**config.mk**
```make
export PLATFORM = sky130hd
export DESIGN_NAME = seq_div_32bit
export DESIGN_NICKNAME = d
export VERILOG_FILES = /design/src/rtl/seq_div_32bit_pkg.sv /design/src/rtl/seq_div_32bit_trial_sub.sv /design/src/rtl/seq_div_32bit.sv
export SDC_FILE = /design/constraint.sdc
export NUM_CORES = 1
export LEC_CHECK = 0
export CORE_UTILIZATION = 52
export CTS_CLUSTER_DIAMETER = 40
export CTS_CLUSTER_SIZE = 10
export DETAILED_ROUTE_END_ITERATION = 10
export PLACE_DENSITY = 0.85
export SLEW_MARGIN = 30
export SYNTH_ARGS = -nofsm -noshare
export SYNTH_HDL_FRONTEND = slang
export SYNTH_SLANG_ARGS = --single-unit
```
**constraint.sdc**
```tcl
create_clock -name clock -period 2.77 [get_ports clock]
set_input_delay 0.554 -clock clock [delete_from_list [all_inputs] [get_ports clock]]
set_output_delay 0.554 -clock clock [all_outputs]
set_load 0.005 [all_outputs]
```
**src/rtl/seq_div_32bit_pkg.sv**
```systemverilog
// Shared types and constants for the sequential signed divider.
package seq_div_32bit_pkg;

    // Divider control states; operand capture happens on the start edge from any state.
    typedef enum logic [1:0] {
        DIV_IDLE = 2'd0,
        DIV_ITER = 2'd1,
        DIV_FIX  = 2'd2,
        DIV_EXC  = 2'd3
    } div_state_e;

    localparam logic [31:0] INT_MIN = 32'h8000_0000;
    localparam logic [31:0] NEG_ONE = 32'hFFFF_FFFF;

    // True when the signed quotient is undefined or unrepresentable.
    function automatic logic div_is_exc(input logic [31:0] a, input logic [31:0] b);
        return (b == '0) || ((a == INT_MIN) && (b == NEG_ONE));
    endfunction

endpackage

```
**src/rtl/seq_div_32bit_trial_sub.sv**
```systemverilog
// Trial subtractor: d = a - b computed as a + ~b + 1 on a parallel-prefix
// carry-lookahead adder. borrow is the inverted carry-out.
import seq_div_32bit_pkg::*;

module div_trial_sub #(
    parameter int W = 33
) (
    input  logic [W-1:0] a,
    input  logic [W-1:0] b,
    output logic [W-1:0] d,
    output logic         borrow
);
    localparam int LV = $clog2(W);

    logic [W-1:0] bn;
    logic [W-1:0] g, p, gn, pn, p0;
    logic [W:0]   c;

    assign bn = ~b;

    // Kogge-Stone prefix over generate/propagate; carry-in is fixed at 1.
    always_comb begin
        g  = a & bn;
        p  = a ^ bn;
        p0 = p;
        gn = '0;
        pn = '0;
        for (int l = 0; l < LV; l++) begin
            gn = g;
            pn = p;
            for (int i = (1 << l); i < W; i++) begin
                gn[i] = g[i] | (p[i] & g[i - (1 << l)]);
                pn[i] = p[i] & p[i - (1 << l)];
            end
            g = gn;
            p = pn;
        end
        // Carry into bit i+1 is G[i:0] | P[i:0] & cin, with cin = 1.
        c      = {g | p, 1'b1};
        d      = p0 ^ c[W-1:0];
        borrow = ~c[W];
    end

endmodule

```
**src/rtl/seq_div_32bit.sv**
```systemverilog
// Multi-cycle signed restoring divider: one trial subtraction per cycle,
// quotient truncated toward zero, divide-by-zero / overflow flagged.
import seq_div_32bit_pkg::*;

module seq_div_32bit #(
    parameter int WIDTH = 32,
    parameter int CNT_W = 6
) (
    input  logic             clock,
    input  logic             reset,
    input  logic             ctrl_div,
    input  logic [WIDTH-1:0] data_operandA,
    input  logic [WIDTH-1:0] data_operandB,
    output logic [WIDTH-1:0] data_result,
    output logic             data_exception,
    output logic             data_resultRDY
);
    div_state_e       state_q, state_d;
    logic [CNT_W-1:0] count_q, count_d;
    logic [WIDTH:0]   r_q, r_d;
    logic [WIDTH-1:0] q_q, q_d;
    logic [WIDTH-1:0] b_q, b_d;
    logic             sign_q, sign_d;
    logic [WIDTH-1:0] result_q, result_d;
    logic             exc_q, exc_d;
    logic             rdy_q, rdy_d;

    logic [WIDTH-1:0] a_abs, b_abs;
    logic [WIDTH:0]   rs, diff;
    logic             borrow;

    // Magnitudes as unsigned; INT_MIN maps to itself, which is correct unsigned.
    assign a_abs = data_operandA[WIDTH-1] ? -data_operandA : data_operandA;
    assign b_abs = data_operandB[WIDTH-1] ? -data_operandB : data_operandB;

    // Shift the next dividend bit into the partial remainder.
    assign rs = {r_q[WIDTH-1:0], q_q[WIDTH-1]};

    div_trial_sub #(.W(WIDTH + 1)) u_sub (
        .a      (rs),
        .b      ({1'b0, b_q}),
        .d      (diff),
        .borrow (borrow)
    );

    // Next-state, datapath and output logic; a start pulse preempts any state.
    always_comb begin
        state_d  = state_q;
        count_d  = count_q;
        r_d      = r_q;
        q_d      = q_q;
        b_d      = b_q;
        sign_d   = sign_q;
        result_d = result_q;
        exc_d    = exc_q;
        rdy_d    = 1'b0;
        if (ctrl_div) begin
            b_d     = b_abs;
            q_d     = a_abs;
            r_d     = '0;
            count_d = '0;
            sign_d  = data_operandA[WIDTH-1] ^ data_operandB[WIDTH-1];
            exc_d   = 1'b0;
            state_d = div_is_exc(data_operandA, data_operandB) ? DIV_EXC : DIV_ITER;
        end else begin
            case (state_q)
                DIV_ITER: begin
                    // Partial remainder stays below |B| <= 2^31, so borrow equals diff's sign.
                    r_d     = borrow ? rs : diff;
                    q_d     = {q_q[WIDTH-2:0], ~borrow};
                    count_d = count_q + CNT_W'(1);
                    if (count_q == CNT_W'(WIDTH - 1)) state_d = DIV_FIX;
                end
                DIV_FIX: begin
                    result_d = sign_q ? -q_q : q_q;
                    exc_d    = 1'b0;
                    rdy_d    = 1'b1;
                    state_d  = DIV_IDLE;
                end
                DIV_EXC: begin
                    result_d = '0;
                    exc_d    = 1'b1;
                    rdy_d    = 1'b1;
                    state_d  = DIV_IDLE;
                end
                default: state_d = DIV_IDLE;
            endcase
        end
    end

    // State and datapath registers with synchronous reset.
    always_ff @(posedge clock) begin
        if (reset) begin
            state_q  <= DIV_IDLE;
            count_q  <= '0;
            r_q      <= '0;
            q_q      <= '0;
            b_q      <= '0;
            sign_q   <= 1'b0;
            result_q <= '0;
            exc_q    <= 1'b0;
            rdy_q    <= 1'b0;
        end else begin
            state_q  <= state_d;
            count_q  <= count_d;
            r_q      <= r_d;
            q_q      <= q_d;
            b_q      <= b_d;
            sign_q   <= sign_d;
            result_q <= result_d;
            exc_q    <= exc_d;
            rdy_q    <= rdy_d;
        end
    end

    assign data_result    = result_q;
    assign data_exception = exc_q;
    assign data_resultRDY = rdy_q;

endmodule

```
### Yosys cells after proc, flatten, opt, wreduce, memory -nomap -nowiden

Index checks and enable logic that the tools add are counted.

* $add $sub $neg: 4
* equality and inequality tests: 7
* multiplexer cells: 13
* bitwise operators: 412
* reduce and logical (&&, ||, !) cells: 8

Operators with widths (count)
* $and 1x1->1: 270
* $mux 32: 6
* $or 1x1->1: 135
* $neg 32->32: 3
* $eq 32x32->1 const B: 2
* $pmux 32 s2: 1
* $and 33x33->33: 1
* $not 32->33: 1
* $or 33x33->33: 1
* $xor 33x33->33: 1
* $logic_not 32->1: 1
* $xor 32x32->32: 1
* $mux 2: 4
* $add 6x1->6 const B: 1
* $eq 6x5->1 const B: 1
* $eq 2x2->1 const B: 2
* $reduce_bool 2->1: 2
* $reduce_or 2->1: 2
* $ne 3x3->1 const B: 1
* $eq 2x1->1 const B: 1
* $pmux 1 s2: 1
* $reduce_and 2->1: 1
* $logic_and 1x1->1: 1
* $logic_or 1x1->1: 1
* other kinds (3): 3

* flip-flop bits (word level): 139
* input bits: 67
* output and inout port bits: 34
* logic and storage cells: 453

### Logic depth before layout (Yosys ltp)

Gate-level depths: netlist (run 1).

* depth in word-level cells: 16
* depth in mapped cells: 14
* depth with buffers taken out: 11

### Modules after synthesis

Synthesis (run 1) repeated with hierarchy kept, for this count alone.

* cells, all modules: 1174
* area, all modules: 9554.2 um2

By module, submodules not included
* seq_div_32bit: times used 1, cells each 855, area an instance 7347.0 um2, sequential area each 2782.7 um2
* div_trial_sub: times used 1, cells each 319, area an instance 2207.1 um2, sequential area each 0.0 um2

### Worst setup path before layout (run 1)

OpenSTA, ideal clock, no wires.

* kind: flip-flop to flip-flop
* from: register b_q[26]
* to: register r_q[15]
* library setup time: 0.132 ns
* arrival time: 2.817 ns
* data required time: 2.638 ns
* path slack: -0.179 ns
* stages on the path, launching flop included: 14
* path buffers: 3
* clock period less this slack: 2.949 ns
* cells stage by stage: dfxtp_1 > inv_1 > ha_1 > clkbuf_1 > a21oi_1 > o21bai_1 > a2111o_1 > a311oi_1 > o21ai_0 > nor2_1 > buf_2 > buf_1 > mux2i_1 > a21oi_1

* cells in the longest elaborated chain, start to end: 13
* elaborated cells on any way between the ends: 23
* those cells by class: mux (1); bitwise (22)

Ends and longest elaborated chain
* from (decl): RTL line seq_div_32bit.sv:22 `logic [WIDTH-1:0] b_q, b_d;`
* from (signal assigned): RTL line seq_div_32bit.sv:98 `b_q <= '0;`
* from (signal assigned): RTL line seq_div_32bit.sv:108 `b_q <= b_d;`
* $not 32->33 *: RTL line seq_div_32bit_trial_sub.sv:19 `assign bn = ~b;`
* $xor 33x33->33: RTL line seq_div_32bit_trial_sub.sv:24 `p = a ^ bn;`
* $and 1x1->1: RTL line seq_div_32bit_trial_sub.sv:32 `gn[i] = g[i] | (p[i] & g[i - (1 << l)]);`
* $or 1x1->1: RTL line seq_div_32bit_trial_sub.sv:32
* $and 1x1->1: RTL line seq_div_32bit_trial_sub.sv:32
* $or 1x1->1: RTL line seq_div_32bit_trial_sub.sv:32
* $and 1x1->1: RTL line seq_div_32bit_trial_sub.sv:32
* $or 1x1->1 (4 in a row): RTL line seq_div_32bit_trial_sub.sv:32
* $or 33x33->33 *: RTL line seq_div_32bit_trial_sub.sv:39 `c = {g | p, 1'b1};`
* $mux 32 *: RTL line seq_div_32bit.sv:69 `r_d = borrow ? rs : diff;`
* to (signal assigned): RTL line seq_div_32bit.sv:106 `r_q <= r_d;`
* to (decl): RTL line seq_div_32bit.sv:20 `logic [WIDTH:0] r_q, r_d;`

Every way passes the cells marked *; elsewhere a longest branch is shown, timed or not.
A chain may end at the register's enable or synchronous reset.

### Final worst setup path (run 1)

* from: register q_q[6]
* to: register result_q[30] (netlist: data_result[30])

* cells in the longest elaborated chain, start to end: 3

Ends and longest elaborated chain
* from (decl): RTL line seq_div_32bit.sv:21 `logic [WIDTH-1:0] q_q, q_d;`
* from (signal assigned): RTL line seq_div_32bit.sv:107 `q_q <= q_d;`
* $neg 32->32: RTL line seq_div_32bit.sv:75 `result_d = sign_q ? -q_q : q_q;`
* $mux 32: RTL line seq_div_32bit.sv:75
* $pmux 32 s2: RTL line seq_div_32bit.sv:66 `case (state_q)`
* to (signal assigned): RTL line seq_div_32bit.sv:110 `result_q <= result_d;`
* to (decl): RTL line seq_div_32bit.sv:24 `logic [WIDTH-1:0] result_q, result_d;`

Every way passes these cells.

==> results.sh, run 1 <==
export IMPL_postSynthCellCount=1171
export IMPL_vias=10239
export IMPL_worstSkewPairLatency_ns=0.44
export IMPL_synth_top_area_cell="dfxtp_1"
export IMPL_antenna_left=0
export IMPL_rsz0062_at_grt="yes"
export IMPL_final_cell_area_um2=12430
export IMPL_antenna_found_initial=1
export IMPL_cap_violations=0
export IMPL_critPathRequiredTime_ns=3.09
export IMPL_via_per_inst=6.301
export IMPL_async_flop_share=0
export IMPL_fmax_mhz=323.4
export IMPL_min_period_over_period=1.116
export IMPL_dpl_hpwl_um=18350
export IMPL_ys_seq_elements=139
export IMPL_synth_enable_flop_cells=0
export IMPL_irDropWorstVdd_mv=0.5878
export IMPL_yosys_area_share_adder=0.05303
export IMPL_grt_pass1_wl_um=42730
export IMPL_tightest_slew_ns=1.017
export IMPL_violations="setup timing"
export IMPL_start_util=0.5369
export IMPL_htreeDepth=4
export IMPL_hold_viol=0
export IMPL_synth_area_um2=8966
export IMPL_relSlewSlack=0.3207
export IMPL_place_congestion=0.9297
export IMPL_synth_xor_area_frac=0.1153
export IMPL_synthMuxAreaShare=0.01451
export IMPL_synth_ff_type="dfxtp_1"
export IMPL_slew_violations=0
export IMPL_synth_warning_count=0
export IMPL_die_w_um=133.3
export IMPL_num_fill_cells=1015
export IMPL_multi_input_area_um2=6215
export IMPL_synth_top_cell_area_share=0.3104
export IMPL_synth_simple_area_share=0.2155
export IMPL_synth_cell_types=58
export IMPL_overflow=0
export IMPL_placed_cells=1574
export IMPL_holdBufCountCts=0
export IMPL_power_density_nw_per_um2=509.3
export IMPL_status="finished with violations"
export IMPL_wire_per_inst_um=19.07
export IMPL_drc_errors=0
export IMPL_placed_cell_area_um2=11190
export IMPL_arrival_ns=3.41
export IMPL_final_cell_mix="162 x buf_4, 137 x nor2_1, 131 x dfxtp_1"
export IMPL_die_area_um2=17770
export IMPL_areaGrowthSynthToFinish_pct=38.63
export IMPL_synth_compound_area_share=0.2410
export IMPL_chipHeight_um=133.3
export IMPL_syn_area_per_cell_um2=7.657
export IMPL_layout_commonest_cell="buf_4"
export IMPL_syn_num_nets=1276
export IMPL_setup_ws_ns=-0.3224
export IMPL_grt_pass1_vias=8761
export IMPL_worstHoldPathType="in -> reg"
export IMPL_whs_ns=0.4195
export IMPL_io_pins=101
export IMPL_worstPathMaxFanout=4
export IMPL_path_clk_slew_ns=0.06
export IMPL_cts_tree="done"
export IMPL_clockBufferDepth=2
export IMPL_dr_first_iter_drc_count=1276
export IMPL_min_period_ns=3.092
export IMPL_cp_end_kind="flop"
export IMPL_ys_seq_area_frac=0.3104
export IMPL_worstSetupStartpointType="flop"
export IMPL_skew_ns=0.009446
export IMPL_regArea_um2=2793
export IMPL_track_usage=0.2977
export IMPL_grt_max_degree=129
export IMPL_dr_pass1_iters=6
export IMPL_leakage_nw=4.929
export IMPL_synth_top_family_by_area="compound AO/OA/AOI/OAI gates"
export IMPL_root_buffer="clkbuf_16"
export IMPL_portBuffers=100
export IMPL_row_count=47
export IMPL_setup_viol=38
export IMPL_cts_buffers=17
export IMPL_wirelength_um=30990
export IMPL_cts_sinks=139
export IMPL_final_cell_count_no_fill=1625
export IMPL_crit_type="reg -> reg"
export IMPL_nets=1496
export IMPL_synth_area_leaders="dfxtp_1 31%, nor2_1 6.0%, xnor2_1 5.9%, a211oi_1 5.8%, xor2_1 5.7%"
export IMPL_final_layout_size_suffix_gt1_frac=0.2123
export IMPL_coreArea_um2=16700
==> path summary, 6_finish.rpt <==
path / slack [ns] / from / endpoint / cells after the start
max reg2reg: -0.32 / q_q[6] / data_result[30] / 9
min: 0.42 / ctrl_div / state_q[0] / 3
min reg2reg: 0.46 / data_result[22] / data_result[22] / 2
max: -0.32 / q_q[6] / data_result[30] / 9
==> logic make-up (layout without fill, tap and decap cells) <==
| family | Yosys count | count (layout) |
|---|---|---|
| XOR/XNOR | 118 | 118 |
| other | 0 | 1 |
| multiplexers | 13 | 13 |
| flip-flops | 139 | 139 |
| AO/OA/AOI/OAI | 331 | 331 |
| buffers and inverters | 120 | 353 |
| AND/OR/NAND/NOR | 412 | 412 |
| adder cells (fa/ha/maj) | 38 | 38 |
==> state kept, by name, summed over array words and instances, names as in the netlist <==
name and count:
data_result 32, sign_q 1, data_resultRDY 1, q_q 32, count_q 6, b_q 32
r_q 32, state_q 2, data_exception 1
==> per-stage QoR <==
stage | power [mW] | setup WS (ns) | setup TNS, ns | util
2_1_floorplan | 3.138 | -0.07401 | -0.5506 | -
3_3_place_gp | 3.692 | -0.4650 | -8.237 | 0.6699
3_5_place_dp | 3.736 | -0.5561 | -10.60 | 0.6701
4_1_cts | 6.001 | -0.1447 | -1.351 | 0.7123
5_1_grt | 6.520 | -0.3576 | -7.143 | 0.7441
6_report | 6.330 | -0.3224 | -3.889 | 0.7442
==> synth_stat cells (14+ instances only) <==
| master | count |
|---|---|
| xnor2_1 | 60 |
| a211oi_1 | 69 |
| clkbuf_1 | 63 |
| o31ai_1 | 24 |
| nand3_1 | 18 |
| a22oi_1 | 20 |
| ha_1 | 38 |
| dfxtp_1 | 139 |
| nor3_1 | 25 |
| nor2_1 | 143 |
| xor2_1 | 58 |
| nand2_1 | 114 |
| inv_1 | 49 |
| o21ai_0 | 50 |
| a21oi_1 | 93 |
| or3_1 | 14 |
| nand4_1 | 20 |
==> routing by layer <==
layer	track usage	wire (um)	up-vias
met2	0.4751	14140	718
met3	0.05518	3328	167
li1	-	-	4629
met5	0	0	-
met1	0.3999	12130	4725
met4	0.1086	1389	0
==> worst max-delay path, cell delays in order, from the launching register on <==
cell and delay, ns:
dfxtp_2 0.32, or4_4 0.54, or3_4 0.36, or2_1 0.26, or3_4 0.35, or2_4 0.26, or3_4 0.38, o21ai_2 0.18
xor2_1 0.22, o21ai_1 0.11
==> area by class of cell <==
type,count,area share
Sequential cell,139,0.2247
Multi-Input combinational cell,912,0.5000
Clock buffer,21,0.03624
Inverter,49,0.01480
Clock inverter,11,0.009664
Timing Repair Buffer,272,0.1923
Tap cell,220,0.02215
Antenna cell,1,0.0002013
==> report_power, final <==
group,total (mW),switching (mW),internal (mW)
Combinational,1.83,0.987,0.847
Clock,2.28,0.932,1.34
Sequential,2.22,0.125,2.09
Total,6.33,2.04,4.29
==> repair_timing <==
action                     in CTS  in global routing
setup buffers                   2                 14
cloned                          0                  2
setup endpoints to repair      35                 61
pin swaps                       8                 39
resized for setup              31                 85
Note: power is estimated with default switching activity, not from simulation.
==> run 2: changes to the inputs <==
--- a/config.mk
+++ b/config.mk
@@ -10,6 +10,7 @@
 export CTS_CLUSTER_SIZE = 10
 export DETAILED_ROUTE_END_ITERATION = 10
 export PLACE_DENSITY = 0.85
+export SKIP_LAST_GASP = 1
 export SLEW_MARGIN = 30
 export SYNTH_ARGS = -nofsm -noshare
 export SYNTH_HDL_FRONTEND = slang
==> run 2 against run 1 <==
The flow still finishes with violations (setup timing); hold slack better by 0.00068 ns; sequential power about the same; utilization unchanged; critical endpoint is now r_q[4]; largest cell class unchanged.
==> results.sh, run 2 (synthesized netlist as in run 1, its figures left out) <==
export IMPL_violations="setup timing"
export IMPL_total_power_mw=6.342
export IMPL_met1_usage=0.3999
export IMPL_grt_pass1_wl_um=42730
export IMPL_grt_pass1_vias=8761
export IMPL_min_period_over_period=1.101
export IMPL_final_cell_mix="162 x buf_4, 137 x nor2_1, 131 x dfxtp_1"
export IMPL_busiest_layer="met2"
export IMPL_dr_pass1_iters=8
export IMPL_arrival_ns=3.33
export IMPL_worstSkewPairLatency_ns=0.45
export IMPL_path_clk_slew_ns=0.06
export IMPL_power_density_nw_per_um2=510.2
export IMPL_cp_end_kind="flop"
export IMPL_coreArea_um2=16700
export IMPL_cts_buffers=17
export IMPL_antenna_found_initial=0
export IMPL_antenna_left=0
export IMPL_track_usage=0.2977
export IMPL_final_cell_count_no_fill=1624
export IMPL_pre_cts_slack_ns=-0.5561
export IMPL_final_util=0.7442
export IMPL_setup_viol=38
export IMPL_cts_tree="done"
export IMPL_final_layout_size_suffix_gt1_frac=0.2123
export IMPL_wirelength_um=31310
export IMPL_placed_cell_area_um2=11190
export IMPL_root_buffer="clkbuf_16"
export IMPL_chipHeight_um=133.3
export IMPL_grt_max_degree=129
export IMPL_start_util=0.5369
export IMPL_relSlewSlack=0.3459
export IMPL_placed_cells=1574
export IMPL_tns_ns=-4.268
export IMPL_row_count=47
export IMPL_dr_first_iter_drc_count=1481
export IMPL_clockBufferDepth=2
export IMPL_io_pins=101
export IMPL_vias=10359
export IMPL_place_congestion=0.9297
export IMPL_cts_sinks=139
export IMPL_antenna_cells=0
export IMPL_min_period_ns=3.050
export IMPL_wire_per_inst_um=19.28
export IMPL_tightest_slew_ns=0.9798
export IMPL_dpl_hpwl_um=18350
export IMPL_worstSetupStartpointType="flop"
export IMPL_areaGrowthSynthToFinish_pct=38.63
export IMPL_final_cell_area_um2=12430
export IMPL_die_w_um=133.3
export IMPL_via_per_inst=6.379
export IMPL_leakage_nw=4.929
export IMPL_whs_ns=0.4201
export IMPL_drc_errors=0
export IMPL_skew_ns=0.01611
export IMPL_cap_violations=0
export IMPL_slew_violations=0
export IMPL_portBuffers=100
export IMPL_irDropWorstVdd_mv=0.5301
export IMPL_overflow=0
export IMPL_critPathRequiredTime_ns=3.05
export IMPL_met3_usage=0.05518
export IMPL_setup_ws_ns=-0.2802
export IMPL_holdBufCountCts=0
export IMPL_nets=1496
export IMPL_worstPathMaxFanout=7
export IMPL_hold_viol=0
export IMPL_crit_type="reg -> reg"
export IMPL_grtUsageMet2=0.4751
export IMPL_worstHoldPathType="in -> reg"
export IMPL_fmax_mhz=327.9
export IMPL_status="finished with violations"
export IMPL_layout_commonest_cell="buf_4"
export IMPL_die_area_um2=17770
export IMPL_htreeDepth=4
export IMPL_rsz0062_at_grt="yes"
## run 2: layout make-up
type	count	area, um^2
timing repair buffer	272	2390
tap	220	275.3
multi-input combinational	912	6217
fill	1013	4272
clock buffer	21	450.4
sequential	139	2793
inverter	49	183.9
clock inverter	11	120.1
## run 2: power by group
group / switching (mW) / leakage (nW) / internal, mW / total (mW)
clock: 0.939 / 0.273 / 1.34 / 2.28
combinational: 0.991 / 3.52 / 0.847 / 1.84
sequential: 0.125 / 1.14 / 2.09 / 2.22
total: 2.05 / 4.93 / 4.29 / 6.34
## run 2: worst max-delay path: stages (launching register included)
cell	delay, ns
dfxtp_1	0.36
inv_1	0.07
ha_1	0.38
nand4_1	0.22
nor4_2	0.36
buf_4	0.18
nand4_1	0.13
a31oi_4	0.26
nor2_4	0.11
buf_4	0.15
clkbuf_16	0.15
a211oi_1	0.38
nor3_1	0.13
## run 2: path summary, 6_finish.rpt
path | from | to | slack [ns] | cells after the start
max | b_q[20] | r_q[4] | -0.28 | 12
min reg2reg | data_result[22] | data_result[22] | 0.46 | 2
min | ctrl_div | state_q[0] | 0.42 | 3
max reg2reg | b_q[20] | r_q[4] | -0.28 | 12
## run 2: metal layers
layer | wire, um | up-vias
li1 | - | 4618
met1 | 12260 | 4770
met2 | 14260 | 773
met5 | 0 | -
met4 | 1609 | 0
met3 | 3178 | 198
## run 2: timing repair
action / in CTS / in global routing
resized for setup: 28 / 87
setup buffers: 2 / 14
gates cloned: 0 / 2
setup endpoints to repair: 35 / 61
pin swaps: 8 / 33
==> run 3: changes to the inputs <==
--- a/config.mk
+++ b/config.mk
@@ -5,11 +5,12 @@
 export SDC_FILE = /design/constraint.sdc
 export NUM_CORES = 1
 export LEC_CHECK = 0
-export CORE_UTILIZATION = 52
+export CORE_UTILIZATION = 53
+export CTS_BUF_LIST = sky130_fd_sc_hd__clkbuf_4 sky130_fd_sc_hd__clkbuf_8
 export CTS_CLUSTER_DIAMETER = 40
 export CTS_CLUSTER_SIZE = 10
 export DETAILED_ROUTE_END_ITERATION = 10
-export PLACE_DENSITY = 0.85
+export PLACE_DENSITY = 0.86
 export SKIP_LAST_GASP = 1
 export SLEW_MARGIN = 30
 export SYNTH_ARGS = -nofsm -noshare
==> run 3 against run 2 <==
The flow finishes with violations (DRC, setup timing); cell count decreased by 0.43%; via count fell by 0.83%; hold slack lost 0.068 ns; total power fell by 4.1%; global-route usage shrank 0.32 points; fmax down 2.2%; worst setup slack worse by 0.067 ns; die area decreased by 1.9%; final area decreased by 0.38%.
==> results.sh, run 3 (synthesized netlist as in run 1, its figures left out) <==
export IMPL_antenna_cells=0
export IMPL_root_buffer="clkbuf_8"
export IMPL_worstSkewPairLatency_ns=0.48
export IMPL_num_fill_cells=964
export IMPL_worstHoldPathType="in -> reg"
export IMPL_status="finished with violations"
export IMPL_leakage_nw=4.885
export IMPL_via_per_inst=6.353
export IMPL_final_layout_size_suffix_gt1_frac=0.2205
export IMPL_die_area_um2=17440
export IMPL_slew_violations=0
export IMPL_tns_ns=-10.46
export IMPL_dr_first_iter_drc_count=1374
export IMPL_htreeDepth=4
export IMPL_grt_pass1_wl_um=41840
export IMPL_critPathRequiredTime_ns=3.09
export IMPL_dr_pass1_iters=10
export IMPL_pre_cts_slack_ns=-0.5770
export IMPL_worstPathMaxFanout=8
export IMPL_wire_per_inst_um=19.02
export IMPL_cp_end_kind="flop"
export IMPL_setup_ws_ns=-0.3476
export IMPL_placed_cell_area_um2=11140
export IMPL_nets=1491
export IMPL_wirelength_um=30750
export IMPL_violations="DRC, setup timing"
export IMPL_final_cell_area_um2=12380
export IMPL_grt_max_degree=132
export IMPL_clockBufferDepth=2
export IMPL_wl_met3_um=3632
export IMPL_place_congestion=0.9941
export IMPL_cts_buffers=17
export IMPL_chipHeight_um=132.1
export IMPL_start_util=0.5426
export IMPL_power_density_nw_per_um2=491.3
export IMPL_hold_viol=0
export IMPL_antenna_left=0
export IMPL_whs_ns=0.3521
export IMPL_layout_commonest_cell="buf_4"
export IMPL_setup_viol=45
export IMPL_die_w_um=132.1
export IMPL_dpl_hpwl_um=17950
export IMPL_relSlewSlack=0.2903
export IMPL_antenna_found_initial=0
export IMPL_final_cell_mix="150 x buf_4, 135 x nor2_1, 127 x dfxtp_1"
export IMPL_r2r_cells=13
export IMPL_wl_met1_um=12000
export IMPL_cap_violations=0
export IMPL_irDropWorstVdd_mv=0.3907
export IMPL_track_usage=0.2945
export IMPL_crit_type="reg -> reg"
export IMPL_top_layer="met4"
export IMPL_path_clk_slew_ns=0.08
export IMPL_fmax_mhz=320.8
export IMPL_io_pins=101
export IMPL_grt_pass1_vias=8627
export IMPL_tightest_slew_ns=1.065
export IMPL_row_count=47
export IMPL_coreArea_um2=16520
export IMPL_vias=10273
export IMPL_areaGrowthSynthToFinish_pct=38.10
export IMPL_wl_met2_um=13460
export IMPL_overflow=0
export IMPL_holdPathStages=2
export IMPL_skew_ns=0.01352
export IMPL_cts_tree="done"
export IMPL_holdBufCountCts=0
export IMPL_min_period_over_period=1.125
export IMPL_worstSetupStartpointType="flop"
export IMPL_min_period_ns=3.118
export IMPL_drc_errors=2
export IMPL_portBuffers=100
export IMPL_arrival_ns=3.44
export IMPL_cts_sinks=139
export IMPL_rsz0062_at_grt="yes"
run 3: final timing paths:
path,startpoint,endpoint,slack (ns)
max reg2reg,b_q[7],r_q[21],-0.35
min reg2reg,data_result[22],data_result[22],0.46
min,reset,state_q[0],0.35
max,b_q[7],r_q[21],-0.35
run 3: routing by layer:
layer  vias to the layer above  global-route usage
met3                       179             0.04344
met4                         0              0.1324
met2                       794              0.4556
met1                      4694              0.4056
met5                         -                   0
li1                       4606                   -
run 3: repair_timing:
| action | in CTS | in global routing |
|---|---|---|
| pin swaps | 14 | 62 |
| endpoints found under the setup margin | 40 | 61 |
| buffers inserted | 10 | 14 |
| gates resized for setup | 33 | 100 |
| cloned | 1 | 1 |
run 3: through the flow:
stage,power [mW],cells,utilization
3_3_place_gp,3.680,1562,0.6739
5_1_grt,6.260,1617,0.7493
4_1_cts,5.730,1603,0.7164
2_1_floorplan,3.138,1171,-
3_5_place_dp,3.729,1562,0.6739
6_report,6.083,1617,0.7493
run 3: area by class of cell:
class,instances,area [um^2],area share
well taps,220,275.3,0.02223
clock inverters,10,188.9,0.01526
multi-input cells,912,6266,0.5061
inverters,49,183.9,0.01485
clock buffers,20,275.3,0.02223
repair buffers,267,2395,0.1934
flip-flops and latches,139,2798,0.2259
run 3: worst max-delay path, cell delays in order, from the launching register on:
cell and delay [ns]:
dfxtp_1 0.35, inv_1 0.06, ha_1 0.31, buf_4 0.16, and3_1 0.20, a221oi_1 0.44
nand2_1 0.23, nand4_1 0.19, a31oi_4 0.12, nor2_4 0.29, buf_12 0.16, buf_12 0.14
mux2i_1 0.21, a211oi_1 0.10
run 3: where the power goes:
part           internal [mW]  switching, mW  leakage [nW]
sequential              2.09          0.122          1.14
clock                   1.14          0.823         0.231
combinational          0.878           1.03          3.51
total                   4.11           1.97          4.89
